$ cat config.mk
export PLATFORM = sky130hd
export DESIGN_NAME = register_file_param_flat
export DESIGN_NICKNAME = d
export VERILOG_FILES = /design/src/rtl/register_file_param_if.sv /design/src/rtl/register_file_param.sv /design/src/flat_wrapper.sv
export SDC_FILE = /design/constraint.sdc
export NUM_CORES = 1
export LEC_CHECK = 0
export CORE_ASPECT_RATIO = 0.75
export CORE_MARGIN = 2
export CORE_UTILIZATION = 26
export CTS_CLUSTER_DIAMETER = 80
export DETAILED_ROUTE_END_ITERATION = 8
export GPL_TIMING_DRIVEN = 0
export PLACE_DENSITY = 0.5
export SKIP_CTS_REPAIR_TIMING = 1
export SLEW_MARGIN = 30
export SYNTH_ARGS = -nofsm -noshare
export SYNTH_HDL_FRONTEND = slang
export SYNTH_SLANG_ARGS = --single-unit
$ cat constraint.sdc
create_clock -name clk -period 14.2 [get_ports clk]
set_input_delay 3.55 -clock clk [delete_from_list [all_inputs] [get_ports clk]]
set_output_delay 3.55 -clock clk [all_outputs]
set_load 0.01 [all_outputs]
$ cat src/rtl/register_file_param_if.sv
// register_file_param_if: write, reserve and dual-read bus between decode/writeback and the register file
interface register_file_param_if #(
  parameter int DATA_W   = 16,
  parameter int NUM_REGS = 8
);
  localparam int ADDR_W = $clog2(NUM_REGS);
  logic                     write_enable;
  logic [ADDR_W-1:0]        write_reg_index;
  logic signed [DATA_W-1:0] write_data;
  logic                     reserve_enable;
  logic [ADDR_W-1:0]        reserve_reg_index;
  logic                     read_enable;
  logic [ADDR_W-1:0]        read_reg_index1;
  logic [ADDR_W-1:0]        read_reg_index2;
  logic signed [DATA_W-1:0] reg_read_1;
  logic signed [DATA_W-1:0] reg_read_2;
  logic                     busy_1;
  logic                     busy_2;
  logic                     read_valid;
  logic [NUM_REGS-1:0]      pending_mask;
  modport master (
    output write_enable, write_reg_index, write_data, reserve_enable, reserve_reg_index,
    output read_enable, read_reg_index1, read_reg_index2,
    input  reg_read_1, reg_read_2, busy_1, busy_2, read_valid, pending_mask
  );
  modport slave (
    input  write_enable, write_reg_index, write_data, reserve_enable, reserve_reg_index,
    input  read_enable, read_reg_index1, read_reg_index2,
    output reg_read_1, reg_read_2, busy_1, busy_2, read_valid, pending_mask
  );
endinterface

$ cat src/rtl/register_file_param.sv
// register_file_param: NUM_REGS x DATA_W register file, two registered read ports, pending scoreboard
module register_file_param #(
  parameter int DATA_W   = 16,
  parameter int NUM_REGS = 8,
  parameter int ZERO_REG = 0,
  parameter int BYPASS   = 1
) (
  input  logic                   clk,
  input  logic                   reset,
  register_file_param_if.slave   bus
);
  localparam int ADDR_W = $clog2(NUM_REGS);
  logic signed [DATA_W-1:0] regs_q [NUM_REGS];
  logic [NUM_REGS-1:0]      pend_q, pend_d;
  logic signed [DATA_W-1:0] rd_q [2];
  logic signed [DATA_W-1:0] rd_d [2];
  logic [1:0]               busy_q, busy_d, zr, hit;
  logic                     valid_q, we_ok, rsv_ok;
  logic [ADDR_W-1:0]        ridx [2];
  assign ridx[0] = bus.read_reg_index1;
  assign ridx[1] = bus.read_reg_index2;
  assign we_ok  = bus.write_enable && !(ZERO_REG != 0 && bus.write_reg_index == '0);
  assign rsv_ok = bus.reserve_enable && !(ZERO_REG != 0 && bus.reserve_reg_index == '0);
  // reserve is applied after the write clear so a new producer keeps the bit
  always_comb begin
    pend_d = pend_q;
    if (we_ok) pend_d[bus.write_reg_index] = 1'b0;
    if (rsv_ok) pend_d[bus.reserve_reg_index] = 1'b1;
  end
  always_comb begin
    for (int p = 0; p < 2; p++) begin
      zr[p]     = ZERO_REG != 0 && ridx[p] == '0;
      hit[p]    = BYPASS != 0 && we_ok && bus.write_reg_index == ridx[p];
      rd_d[p]   = zr[p] ? '0 : hit[p] ? bus.write_data : regs_q[ridx[p]];
      busy_d[p] = !zr[p] && (hit[p] ? pend_d[ridx[p]] : pend_q[ridx[p]]);
    end
  end
  always_ff @(posedge clk or posedge reset) begin
    if (reset) begin
      for (int i = 0; i < NUM_REGS; i++) regs_q[i] <= '0;
      pend_q  <= '0;
      rd_q[0] <= '0;
      rd_q[1] <= '0;
      busy_q  <= '0;
      valid_q <= 1'b0;
    end else begin
      if (we_ok) regs_q[bus.write_reg_index] <= bus.write_data;
      pend_q  <= pend_d;
      valid_q <= bus.read_enable;
      if (bus.read_enable) begin
        rd_q   <= rd_d;
        busy_q <= busy_d;
      end
    end
  end
  assign bus.reg_read_1   = rd_q[0];
  assign bus.reg_read_2   = rd_q[1];
  assign bus.busy_1       = busy_q[0];
  assign bus.busy_2       = busy_q[1];
  assign bus.read_valid   = valid_q;
  assign bus.pending_mask = pend_q;
endmodule
$ cat src/flat_wrapper.sv
// flat-port wrapper written by rule: the top's interface ports become plain ports
module register_file_param_flat 
#(
  parameter int DATA_W   = 16,
  parameter int NUM_REGS = 8,
  parameter int ZERO_REG = 0,
  parameter int BYPASS   = 1
)
  (clk, reset, bus_write_enable, bus_write_reg_index, bus_write_data, bus_reserve_enable, bus_reserve_reg_index, bus_read_enable, bus_read_reg_index1, bus_read_reg_index2, bus_reg_read_1, bus_reg_read_2, bus_busy_1, bus_busy_2, bus_read_valid, bus_pending_mask);
  register_file_param_if #(.DATA_W(DATA_W), .NUM_REGS(NUM_REGS)) bus_i ();
  input  logic clk;
  input  logic reset;
  input wire logic [$bits(bus_i.write_enable)-1:0] bus_write_enable;
  input wire logic [$bits(bus_i.write_reg_index)-1:0] bus_write_reg_index;
  input wire logic [$bits(bus_i.write_data)-1:0] bus_write_data;
  input wire logic [$bits(bus_i.reserve_enable)-1:0] bus_reserve_enable;
  input wire logic [$bits(bus_i.reserve_reg_index)-1:0] bus_reserve_reg_index;
  input wire logic [$bits(bus_i.read_enable)-1:0] bus_read_enable;
  input wire logic [$bits(bus_i.read_reg_index1)-1:0] bus_read_reg_index1;
  input wire logic [$bits(bus_i.read_reg_index2)-1:0] bus_read_reg_index2;
  output wire logic [$bits(bus_i.reg_read_1)-1:0] bus_reg_read_1;
  output wire logic [$bits(bus_i.reg_read_2)-1:0] bus_reg_read_2;
  output wire logic [$bits(bus_i.busy_1)-1:0] bus_busy_1;
  output wire logic [$bits(bus_i.busy_2)-1:0] bus_busy_2;
  output wire logic [$bits(bus_i.read_valid)-1:0] bus_read_valid;
  output wire logic [$bits(bus_i.pending_mask)-1:0] bus_pending_mask;
  assign bus_i.write_enable = bus_write_enable;
  assign bus_i.write_reg_index = bus_write_reg_index;
  assign bus_i.write_data = bus_write_data;
  assign bus_i.reserve_enable = bus_reserve_enable;
  assign bus_i.reserve_reg_index = bus_reserve_reg_index;
  assign bus_i.read_enable = bus_read_enable;
  assign bus_i.read_reg_index1 = bus_read_reg_index1;
  assign bus_i.read_reg_index2 = bus_read_reg_index2;
  assign bus_reg_read_1 = bus_i.reg_read_1;
  assign bus_reg_read_2 = bus_i.reg_read_2;
  assign bus_busy_1 = bus_i.busy_1;
  assign bus_busy_2 = bus_i.busy_2;
  assign bus_read_valid = bus_i.read_valid;
  assign bus_pending_mask = bus_i.pending_mask;
  register_file_param #(.DATA_W(DATA_W), .NUM_REGS(NUM_REGS), .ZERO_REG(ZERO_REG), .BYPASS(BYPASS)) u_core (.clk(clk), .reset(reset), .bus(bus_i));
endmodule
; Yosys cells after proc, flatten, opt, wreduce, memory -nomap -nowiden
; Cells that the tools add are included.
[totals]
elab_cells = 63
ff_bits = 171
[op_classes]
n_bitwise = 6
n_reduce_logical = 5
order_cmp = 10
mux = 27
n_eq_ne = 2
[ops]
columns = operator, count
row1 = 128-bit bitwise mux, 1
row2 = 16-bit 2-to-1 mux, 7
row3 = 16-bit binary-select mux with 3-bit select, 2
row4 = 16-bit demux with 3-bit select, 1
row5 = 3-bit by 4-bit < comparator with 1-bit output (second input constant), 4
row6 = 8-bit 2-to-1 mux, 2
row7 = 1-bit binary-select mux with 3-bit select, 4
row8 = 4-bit greater-or-equal comparator (second input constant), 3
row9 = 3-bit inverter with 4-bit output, 3
row10 = 8-bit AND, 1
row11 = 1-bit 2-to-1 mux, 8
row12 = 8-bit inverter, 1
row13 = 8-bit bitwise OR, 1
row14 = 1-bit demux with 3-bit select, 2
row15 = 3-bit == test, 2
row16 = 3-bit by 1-bit greater-or-equal comparator with 1-bit output (second input constant), 2
row17 = 1-bit logical AND, 5
row18 = 4-bit by 1-bit < comparator with 1-bit output (second input constant), 1

; Depth between registers and ports, before layout
; Gate-level depths: netlist (run 1).
[logic_depth]
ltp_word = 12
mapped_depth = 8
depth_no_buf = 5

; Least setup slack after synthesis (run 1)
; OpenSTA, ideal clock, no wires.
[synth_path]
path_type = input to register
startpoint = in bus_read_reg_index1[1]
endpoint = reg u_core.rd_q, in the netlist u_core.bus.reg_read_1[0]
slack_ns = 9.080
stages = 7
arrival_time_ns = 4.985
required_ns = 14.065
cell_sequence = buf_2 -> buf_4 -> buf_2 -> buf_2 -> mux4_2 -> a211oi_1 -> o22ai_1
[synth_via]
elab_chain_cells = 5
[synth_lines]
columns = element, line
row1 = "start, declared", flat_wrapper.sv:19  ; input wire logic [$bits(bus_i.read_reg_index1)-1:0] bus_read_reg_index1;
row2 = 3-bit inverter with 4-bit output (not written as such), register_file_param.sv:34  ; rd_d[p] = zr[p] ? '0 : hit[p] ? bus.write_data : regs_q[ridx[p]];
row3 = 16-bit binary-select mux with 3-bit select, register_file_param.sv:34
row4 = 16-bit 2-to-1 mux (not written as such) (2 in series), register_file_param.sv:34
row5 = 16-bit 2-to-1 mux (*), register_file_param.sv:34
row6 = "end signal, assigned", register_file_param.sv:51  ; rd_q <= rd_d;
row7 = "end, declared", register_file_param.sv:15  ; logic signed [DATA_W-1:0] rd_q [2];
; Every way passes the cells marked *; elsewhere a longest branch is shown, timed or not. The select of a mux whose other input is x is not followed.
; A chain may end at the register's enable or synchronous reset.

; Worst setup path after layout (run 1)
[layout_path]
startpoint = in bus_read_reg_index1[2]
endpoint = reg u_core.rd_q, in the netlist u_core.bus.reg_read_1[0]
; The elaborated chain is that of the path after synthesis.

==> impl_metrics.py, run 1 <==
metrics = {
    "worst_hold_path": {
        "hp-class": "reg2reg",
        "hp-start": "u_core.regs_q[110]",
        "hold_path_depth": 2,
        "min_delay_worst_endpoint": "u_core.regs_q[110]",
    },
    "sta": {
        "max_freq_ghz": 0.167,
        "finalSetupViolations": 0,
        "tightest_slew_ns": 0.891,
        "clock_skew_ns": 0.0173,
        "hold_violations": 0,
        "unrepaired_setup_endpoints_after_global_routing": "false",
        "finalWorstPathRequiredPeriod_ns": 5.99,
        "timing.slew.headroom_pct": 40.6,
        "timing.final.max_slew_violations": 0,
        "min_period_over_period_pct": 42.2,
        "finalSetupTns_ns": 0,
    },
    "clock_network": {
        "cts_made_buffers": 17,
        "insertion_delay_ns": 0.45,
        "cts_root_buf": "sky130_fd_sc_hd__clkbuf_16",
        "clock-sinks": 171,
        "clock_path_buffers": 2,
        "cts_tree": "yes",
        "clock_tree.htree_level_count": 4,
        "clk_transition_reported_paths_ns": 0.07,
    },
    "yosys": {
        "synth-edff-count": 0,
        "synth_cells": 821,
        "synth.yosys.seq_area_share_pct": 46.8,
        "synth_top_cells_by_area": "sky130_fd_sc_hd__dfrtp_1 47%, sky130_fd_sc_hd__mux4_2 16%, sky130_fd_sc_hd__nand2_1 8.1%",
        "synthFlopType": "sky130_fd_sc_hd__dfrtp_1",
        "netlist-cell-type-count": 40,
        "synth_warnings": 0,
        "yosysTopAreaCell": "sky130_fd_sc_hd__dfrtp_1",
        "asyncSetResetFlopFracSynth_pct": 100,
        "synth.net_count": 854,
        "syn_avg_cell_area_um2": 11.1,
        "synth.ff_latch_count": 171,
        "synthesis.area_um2": 9130,
        "synth.top_cell.area_share_pct": 46.8,
    },
    "job": {
        "drv_cap": 0,
    },
    "grt": {
        "first_global_vias": 6788,
        "grt_antenna_before_repair": 1,
        "global_route.usage.total_pct": 16.8,
        "grt.overflow.total": 0,
        "maximum_number_of_pins_on_one_net_before_global_route_repair": 86,
        "grt_first_pass_wirelength_mm": 44.7,
    },
    "pwr": {
        "pwr_density_cell_nw_per_um2": 139,
        "p_leak_nw": 4.62,
        "worst_case_vdd_ir_drop_v": 0.0000706,
        "clockPowerShare_pct": 32.1,
        "proportion_of_total_power_due_to_net_switching_pct": 30.2,
        "internal_power_contribution_mw": 1.06,
        "power.sequential.fraction_pct": 43.5,
        "power_frac_comb_pct": 24.3,
        "p_sw_mw": 0.458,
    },
    "cells_and_area": {
        "nets": 931,
        "layout-drive-gt1-share_pct": 20.6,
        "fillCellCount": 3528,
        "area_growth_syn_to_layout_pct": 19.8,
        "fin_cells": 1369,
    },
    "detailed_routing": {
        "antenna_left": 0,
        "drt_iter0_markers": 923,
        "vias_post_dr": 6906,
        "avgViaCountPerCell": 5.04,
        "first_pass_iters": 5,
        "totalWireLength_mm": 29.9,
        "drc": 0,
        "routedWlPerCell_um": 21.9,
    },
    "floorplanning": {
        "die_width_um": 220,
        "start_util_pct": 26.4,
        "num_io_pins": 76,
        "rows": 59,
        "core_area_um2": 34600,
        "design.die.area_um2": 36700,
        "die-height_um": 166,
    },
    "setup_path": {
        "crit_arrival_ns": 6.35,
        "r2r_end": "u_core.bus.reg_read_1[14]",
        "worst_setup_path_start_kind": "input pin",
        "regToRegStartpoint": "u_core.regs_q[78]",
        "regToRegSetupSlack_ns": 12.37,
        "worstSetupEndpointType": "flop",
        "cp.required_ns": 14.56,
        "timing.reg2reg.worst_path_depth": 4,
        "critical_path.max_fanout": 10,
        "critPathKind": "in2reg",
    },
    "placed_design": {
        "io_buffer_count": 56,
        "place_hpwl_mm": 21.2,
        "post-place-cells": 1336,
        "gp_routability_congestion": 0.802,
    },
    "outcome": {
        "status": "completed",
    },
}
[critical path, stage by stage]
cell and delay [ns]:
sky130_fd_sc_hd__clkdlybuf4s50_1 0.66, sky130_fd_sc_hd__clkbuf_1 0.47, sky130_fd_sc_hd__clkbuf_1 0.72, sky130_fd_sc_hd__clkbuf_1 0.52, sky130_fd_sc_hd__a211oi_1 0.23, sky130_fd_sc_hd__o22ai_1 0.18
[cell type report]
class,count,area [um^2],share of cell area (%)
repair buffers,58,616,5.63
clock buffers,18,439,4.01
well taps,457,572,5.23
flip-flops and latches,171,4280,39.1
clock inverters,14,158,1.44
plain buffers,79,344,3.14
multi-input cells,536,4390,40.1
inverters,35,139,1.27
diodes,1,2.50,0.0229
[per-stage QoR]
step / instance area, um^2 / power, mW / util [%] / setup WS (ns) / hold WS, ns
2_1_floorplan: 9130 / 0.890 / - / 6.02 / 0.457
3_3_place_gp: 10300 / 1.03 / 29.7 / 3.18 / 0.472
3_5_place_dp: 10300 / 1.04 / 29.9 / 7.80 / 0.479
4_1_cts: 10900 / 1.53 / 31.6 / 8.26 / 0.495
5_1_grt: 10900 / 1.59 / 31.6 / 8.13 / 0.514
6_report: 10900 / 1.52 / 31.6 / 8.21 / 0.492
[synthesized netlist by cell type (all sizes together) (2+ instances only)]
| cell type | instances |
|---|---|
| a2111oi | 4 |
| a211oi | 40 |
| a21o | 6 |
| a21oi | 4 |
| and3 | 2 |
| and4 | 2 |
| and4b | 3 |
| buf | 30 |
| clkbuf | 49 |
| dfrtp | 171 |
| inv | 35 |
| mux2 | 65 |
| mux2i | 5 |
| mux4 | 66 |
| nand2 | 198 |
| nand2b | 4 |
| nand4b | 3 |
| nand4bb | 3 |
| nor2 | 3 |
| nor2b | 32 |
| nor3 | 4 |
| nor4 | 2 |
| nor4b | 2 |
| nor4bb | 5 |
| o2111ai | 2 |
| o21ai | 35 |
| o22ai | 33 |
| xnor2 | 3 |
| xor2 | 3 |
[worst max path at each step]
stage,cells after the start,startpoint,end,slack (ns)
floorplan,1,reset,u_core.bus.pending_mask[0],6.02
global placement,2,reset,u_core.bus.read_valid,3.18
detailed placement,6,bus_read_reg_index1[2],u_core.bus.reg_read_1[0],7.80
CTS,6,bus_read_reg_index1[2],u_core.bus.reg_read_1[0],8.26
global route,6,bus_read_reg_index1[2],u_core.bus.reg_read_1[0],8.13
finish,6,bus_read_reg_index1[2],u_core.bus.reg_read_1[0],8.21
[flip-flops by register name (all words and copies together) (netlist names)]
name                     cells
u_core.bus.pending_mask      8
u_core.bus.read_valid        1
u_core.bus.reg_read_1       16
u_core.bus.reg_read_2       16
u_core.busy_q                2
u_core.regs_q              128
[cells by family (layout without fill, tap and decap cells)]
group	Yosys count	in the layout	synth area share [%]
xor gates and xnor gates	6	6	0.575
AOI/OAI and AO/OA	126	126	8.95
other	0	1	0
muxes	136	136	24.8
DFF	171	171	46.8
and+or+nand+nor	268	268	13.6
buffers and inverters	114	204	5.21
[routing by layer]
layer  global-route usage (%)  wire length [um]  part of all wire, %  up-vias
met5                        0                 0                    0        -
met4                     3.47               291                 0.97        0
met3                     4.19              2660                  8.9       23
met2                     22.0             12000                   40      286
met1                     27.1             14900                   50     3508
li1                         -                 -                    -     3089
[power groups by stage]
stage	clock network, mW	registers, mW	logic [mW]
5_1_grt	0.518	0.676	0.399
3_5_place_dp	0	0.668	0.369
6_report	0.488	0.661	0.369
2_1_floorplan	0	0.658	0.232
3_3_place_gp	0	0.665	0.361
4_1_cts	0.496	0.659	0.370
[cells in the final DEF, fill, tap and decap left out, types with 4 or more instances in the layout]
cell type	Yosys	final
sky130_fd_sc_hd__a211oi_1	40	40
sky130_fd_sc_hd__mux4_2	66	66
sky130_fd_sc_hd__nor4bb_1	5	5
sky130_fd_sc_hd__mux2i_1	5	5
sky130_fd_sc_hd__nand2_1	198	198
sky130_fd_sc_hd__buf_4	4	4
sky130_fd_sc_hd__a21o_1	6	6
sky130_fd_sc_hd__mux2_1	10	10
sky130_fd_sc_hd__nor2b_1	32	32
sky130_fd_sc_hd__buf_2	26	26
sky130_fd_sc_hd__a21oi_1	4	4
sky130_fd_sc_hd__nand2b_1	4	4
sky130_fd_sc_hd__a2111oi_0	4	4
sky130_fd_sc_hd__dfrtp_1	171	171
sky130_fd_sc_hd__o21ai_1	7	7
sky130_fd_sc_hd__mux2_2	55	55
sky130_fd_sc_hd__inv_1	35	34
sky130_fd_sc_hd__o21ai_0	28	28
sky130_fd_sc_hd__o22ai_1	33	33
sky130_fd_sc_hd__inv_6	0	5
sky130_fd_sc_hd__clkdlybuf4s50_1	0	56
sky130_fd_sc_hd__clkbuf_1	49	49
sky130_fd_sc_hd__clkbuf_16	0	17
(Power assumes the default switching activity.)
==> run 2, diff against run 1 <==
--- a/config.mk
+++ b/config.mk
@@ -11,7 +11,7 @@
 export CTS_CLUSTER_DIAMETER = 80
 export DETAILED_ROUTE_END_ITERATION = 8
 export GPL_TIMING_DRIVEN = 0
-export PLACE_DENSITY = 0.5
+export PLACE_DENSITY = 0.52
 export SKIP_CTS_REPAIR_TIMING = 1
 export SLEW_MARGIN = 30
 export SYNTH_ARGS = -nofsm -noshare
==> constraint.sdc (replaced) <==
create_clock -name clk -period 4.9 [get_ports clk]
set_input_delay 1.225 -clock clk [delete_from_list [all_inputs] [get_ports clk]]
set_output_delay 1.225 -clock clk [all_outputs]
set_load 0.01 [all_outputs]
==> impl_metrics.py, run 2 (same netlist as run 1, synthesis figures left out) <==
metrics = {
    "grt": {
        "grt_first_pass_wirelength_mm": 44.5,
        "first_global_vias": 6769,
        "maximum_number_of_pins_on_one_net_before_global_route_repair": 29,
        "grt.overflow.total": 0,
        "grt_antenna_before_repair": 1,
        "global_route.usage.total_pct": 16.7,
    },
    "cells_and_area": {
        "area_growth_syn_to_layout_pct": 20.8,
        "nets": 936,
        "layout-drive-gt1-share_pct": 21.1,
        "registers.top_by_ff_count": "u_core.regs_q",
        "commonest_cells_after_routing_fill_and_taps_aside": "198 x sky130_fd_sc_hd__nand2_1, 171 x sky130_fd_sc_hd__dfrtp_1, 66 x sky130_fd_sc_hd__mux4_2",
        "layout.cells.most_common": "sky130_fd_sc_hd__nand2_1",
        "fin_cells": 1374,
        "number_of_flip_flops_under_the_largest_register_name": 128,
    },
    "sta": {
        "max_freq_ghz": 0.269,
        "timing.final.max_slew_violations": 0,
        "min_period_over_period_pct": 75.8,
        "timing.slew.headroom_pct": 42.9,
        "clock_skew_ns": 0.0157,
        "hold_violations": 0,
        "hold-worst-slack_ns": 0.498,
        "finalWorstPathRequiredPeriod_ns": 3.71,
        "finalSetupViolations": 0,
        "final_critical_path_setup_slack_ns": 1.19,
        "tightest_slew_ns": 0.852,
        "finalSetupTns_ns": 0,
        "unrepaired_setup_endpoints_after_global_routing": "false",
    },
    "detailed_routing": {
        "first_pass_iters": 5,
        "routedWlPerCell_um": 21.7,
        "totalWireLength_mm": 29.8,
        "drc": 0,
        "drt_iter0_markers": 648,
        "avgViaCountPerCell": 5.06,
        "vias_post_dr": 6947,
        "antenna_left": 0,
    },
    "pwr": {
        "pwr_density_cell_nw_per_um2": 401,
        "worst_case_vdd_ir_drop_v": 0.000225,
        "p_leak_nw": 4.65,
    },
    "setup_path": {
        "cp.required_ns": 5.27,
        "worst_path_largest_cell_delay_ns": 0.69,
        "worst_setup_path_start_kind": "input pin",
        "crit_path_max_delay_cell_type": "sky130_fd_sc_hd__clkbuf_1",
        "cp.buffers_inverters": 4,
        "worstSetupEndpointType": "flop",
        "critical_path.max_fanout": 10,
        "critPathKind": "in2reg",
        "kind_of_cell_adding_the_most_delay_to_the_critical_path": "buffers and inverters",
        "series_of_cell_instances_along_the_critical_path": "clkdlybuf4s50_1 -> clkbuf_1 -> clkbuf_1 -> clkbuf_1 -> a211oi_1 -> o22ai_1",
        "crit_arrival_ns": 4.08,
        "timing.critical_path.mode_cell": "sky130_fd_sc_hd__clkbuf_1",
    },
    "floorplanning": {
        "die-height_um": 166,
        "design.die.area_um2": 36700,
        "core_area_um2": 34600,
        "rows": 59,
        "num_io_pins": 76,
        "die_width_um": 220,
        "start_util_pct": 26.4,
    },
    "placed_design": {
        "io_buffer_count": 56,
        "post-place-cells": 1341,
        "post-place-ws_ns": 0.785,
        "place_hpwl_mm": 21.6,
        "gp_routability_congestion": 0.819,
    },
    "clock_network": {
        "cts_made_buffers": 17,
        "cts_tree": "yes",
        "insertion_delay_ns": 0.45,
        "clk_transition_reported_paths_ns": 0.08,
        "clock_tree.htree_level_count": 4,
        "clock_path_buffers": 2,
        "clock-sinks": 171,
        "cts_root_buf": "sky130_fd_sc_hd__clkbuf_16",
    },
    "outcome": {
        "status": "completed",
    },
    "worst_hold_path": {
        "hp-class": "reg2reg",
    },
    "job": {
        "drv_cap": 0,
    },
}
-- run 2: cell types whose count changed in the layout (fill, tap and decap cells not counted), sizes merged --
cell	before	now
bufinv	2	1
clkinvlp	1	2
buf	32	37
-- run 2: final timing paths --
check	slack, ns	depth (start not counted)	start	endpoint
max	1.19	6	bus_read_reg_index1[2]	u_core.bus.reg_read_1[0]
min	0.50	2	u_core.regs_q[82]	u_core.regs_q[82]
max reg2reg	3.05	4	u_core.regs_q[69]	u_core.bus.reg_read_2[5]
min reg2reg	0.50	2	u_core.regs_q[82]	u_core.regs_q[82]
max in group asynchronous	2.90	6	reset	u_core.bus.reg_read_2[10]
min in group asynchronous	1.01	2	reset	u_core.regs_q[98]
-- run 2: tightest hold or removal path, stage by stage (launching register included) --
cell                      delay, ns
sky130_fd_sc_hd__dfrtp_1       0.35
sky130_fd_sc_hd__nand2_1       0.06
sky130_fd_sc_hd__nand2_1       0.06
-- run 2: layout make-up --
class / count / area [um^2]
inverter: 35 / 135
clock buffer: 18 / 439
tap: 457 / 572
timing repair buffer: 63 / 708
antenna: 1 / 2.50
buffer: 79 / 344
multi-input combinational: 536 / 4380
sequential: 171 / 4280
clock inverter: 14 / 170
fill: 3540 / 23600
-- run 2: per-layer routing --
metal  share of wire [%]  wire length (um)  vias to the layer above  GRT usage, %
met5                   0                 0                        -             0
met3                 7.7              2280                       33          4.07
met1                  51             15100                     3547          26.8
met4                 1.6               466                        0          4.49
li1                    -                 -                     3109             -
met2                  40             12000                      258          21.7
-- run 2: through the flow --
stage / power [mW] / instance area [um^2] / util (%)
finish: 4.42 / 11000 / 31.9
global route: 4.63 / 11000 / 31.9
CTS: 4.44 / 11000 / 31.9
detailed placement: 3.02 / 10400 / 30.1
global placement: 2.97 / 10300 / 29.7
floorplan: 2.58 / 9140 / -
-- run 2: power breakdown --
group          switching, mW  total [mW]  leakage [nW]  internal [mW]
combinational          0.481        1.08          2.25          0.597
sequential             0.219        1.92          2.11           1.70
clock                  0.677        1.42         0.297          0.746
total                   1.38        4.42          4.65           3.04
==> run 3, diff against run 2 <==
--- a/config.mk
+++ b/config.mk
@@ -11,7 +11,7 @@
 export CTS_CLUSTER_DIAMETER = 80
 export DETAILED_ROUTE_END_ITERATION = 8
 export GPL_TIMING_DRIVEN = 0
-export PLACE_DENSITY = 0.52
+export PLACE_DENSITY = 0.5
 export SKIP_CTS_REPAIR_TIMING = 1
 export SLEW_MARGIN = 30
 export SYNTH_ARGS = -nofsm -noshare
==> constraint.sdc (replaced) <==
create_clock -name clk -period 3.58 [get_ports clk]
set_input_delay 0.895 -clock clk [delete_from_list [all_inputs] [get_ports clk]]
set_output_delay 0.895 -clock clk [all_outputs]
set_load 0.01 [all_outputs]
==> impl_metrics.py, run 3 (same netlist as run 1, synthesis figures left out) <==
metrics = {
    "sta": {
        "max_freq_ghz": 0.299,
        "unrepaired_setup_endpoints_after_global_routing": "false",
        "finalSetupViolations": 0,
        "finalSetupTns_ns": 0,
        "hold-worst-slack_ns": 0.500,
        "timing.final.max_slew_violations": 0,
        "tightest_slew_ns": 0.906,
        "min_period_over_period_pct": 93.6,
        "finalWorstPathRequiredPeriod_ns": 3.35,
        "hold_violations": 0,
        "final_critical_path_setup_slack_ns": 0.230,
        "clock_skew_ns": 0.0139,
        "timing.slew.headroom_pct": 39.4,
    },
    "floorplanning": {
        "die-height_um": 166,
        "start_util_pct": 26.4,
        "core_area_um2": 34600,
        "num_io_pins": 76,
        "design.die.area_um2": 36700,
        "rows": 59,
        "die_width_um": 220,
    },
    "grt": {
        "grt_antenna_before_repair": 0,
        "maximum_number_of_pins_on_one_net_before_global_route_repair": 29,
        "global_route.usage.total_pct": 16.7,
        "grt_first_pass_wirelength_mm": 44.7,
        "grt.overflow.total": 0,
        "first_global_vias": 6701,
    },
    "placed_design": {
        "gp_routability_congestion": 0.789,
        "place_hpwl_mm": 21.5,
        "io_buffer_count": 56,
        "placement_cell_area_um2": 10400,
        "post-place-cells": 1340,
        "post-place-ws_ns": -0.132,
    },
    "detailed_routing": {
        "dr_wl_met2_mm": 11.7,
        "antenna_left": 0,
        "top_layer": "met4",
        "avgViaCountPerCell": 5.00,
        "totalWireLength_mm": 29.6,
        "wl_met1_mm": 15.3,
        "first_pass_iters": 5,
        "drt_iter0_markers": 660,
        "vias_post_dr": 6858,
        "routedWlPerCell_um": 21.6,
        "drc": 0,
        "detailroute.wirelength.met3_mm": 2.39,
    },
    "setup_path": {
        "crit_path_max_delay_cell_type": "sky130_fd_sc_hd__clkbuf_1",
        "timing.critical_path.mode_cell": "sky130_fd_sc_hd__clkbuf_1",
        "worst_path_largest_cell_delay_ns": 0.70,
        "timing.critical_path.to": "u_core.bus.reg_read_1[7]",
        "regToRegSetupSlack_ns": 1.76,
        "regToRegStartpoint": "u_core.regs_q[103]",
        "cp.buffers_inverters": 4,
        "worst_setup_path_start_kind": "input pin",
        "critical_path.max_fanout": 10,
        "crit_arrival_ns": 3.71,
        "r2r_end": "u_core.bus.reg_read_1[7]",
        "critical_path_cell_count": 6,
        "critPathKind": "in2reg",
        "kind_of_cell_adding_the_most_delay_to_the_critical_path": "buffers and inverters",
        "timing.reg2reg.worst_path_depth": 4,
        "cp.required_ns": 3.94,
        "series_of_cell_instances_along_the_critical_path": "clkdlybuf4s50_1 -> clkbuf_1 -> clkbuf_1 -> clkbuf_1 -> a211oi_1 -> o22ai_1",
        "worstSetupEndpointType": "flop",
        "setup.worst_path.start": "bus_read_reg_index1[2]",
    },
    "clock_network": {
        "cts_root_buf": "sky130_fd_sc_hd__clkbuf_16",
        "clock_tree.htree_level_count": 4,
        "cts_made_buffers": 17,
        "clk_transition_reported_paths_ns": 0.07,
        "clock-sinks": 171,
        "cts_tree": "yes",
        "clock_path_buffers": 2,
        "insertion_delay_ns": 0.44,
    },
    "pwr": {
        "worst_case_vdd_ir_drop_v": 0.000238,
        "total_power_mw": 5.98,
        "pwr_density_cell_nw_per_um2": 544,
        "p_leak_nw": 4.63,
    },
    "cells_and_area": {
        "final_util_pct": 31.7,
        "post-route-cell-area_um2": 11000,
        "nets": 935,
        "registers.top_by_ff_count": "u_core.regs_q",
        "number_of_flip_flops_under_the_largest_register_name": 128,
        "area_growth_syn_to_layout_pct": 20.3,
        "layout.cells.most_common": "sky130_fd_sc_hd__nand2_1",
        "commonest_cells_after_routing_fill_and_taps_aside": "198 x sky130_fd_sc_hd__nand2_1, 171 x sky130_fd_sc_hd__dfrtp_1, 66 x sky130_fd_sc_hd__mux4_2",
        "fin_cells": 1372,
        "antenna_cell_count": 0,
        "layout-drive-gt1-share_pct": 20.7,
    },
    "worst_hold_path": {
        "hp-class": "reg2reg",
    },
    "job": {
        "drv_cap": 0,
    },
    "outcome": {
        "status": "completed",
    },
}
-- run 3: layout make-up --
type	instances	area (um^2)
sequential	171	4280
fill	3507	23600
multi-input combinational	536	4380
timing repair buffer	62	688
inverter	35	135
tap	457	572
buffer	79	344
clock buffer	21	450
clock inverter	11	135
-- run 3: metal layers --
metal | global-route usage (%) | vias up
met5 | 0 | -
met4 | 3.27 | 0
met3 | 4.47 | 17
met2 | 21.6 | 243
met1 | 27.3 | 3501
li1 | - | 3097
-- run 3: worst min-delay path by stage --
stage / start / cells after the start / slack (ns) / endpoint
4_1_cts: u_core.regs_q[109] / 2 / 0.50 / u_core.regs_q[109]
3_5_place_dp: u_core.regs_q[109] / 2 / 0.48 / u_core.regs_q[109]
2_1_floorplan: u_core.regs_q[95] / 2 / 0.46 / u_core.regs_q[95]
5_1_grt: u_core.regs_q[125] / 2 / 0.52 / u_core.regs_q[125]
3_3_place_gp: u_core.regs_q[107] / 2 / 0.48 / u_core.regs_q[107]
6_report: u_core.regs_q[81] / 2 / 0.50 / u_core.regs_q[81]
-- run 3: report_power, final --
part,leakage (nW),switching [mW],internal (mW)
Clock,0.281,0.830,1.06
Sequential,2.11,0.295,2.33
Combinational,2.24,0.653,0.815
-- run 3: worst register-to-register path: stages (launching register included) --
cell,delay (ns)
sky130_fd_sc_hd__dfrtp_1,0.40
sky130_fd_sc_hd__mux4_2,0.47
sky130_fd_sc_hd__nor2b_1,0.20
sky130_fd_sc_hd__a211oi_1,0.47
sky130_fd_sc_hd__o22ai_1,0.16
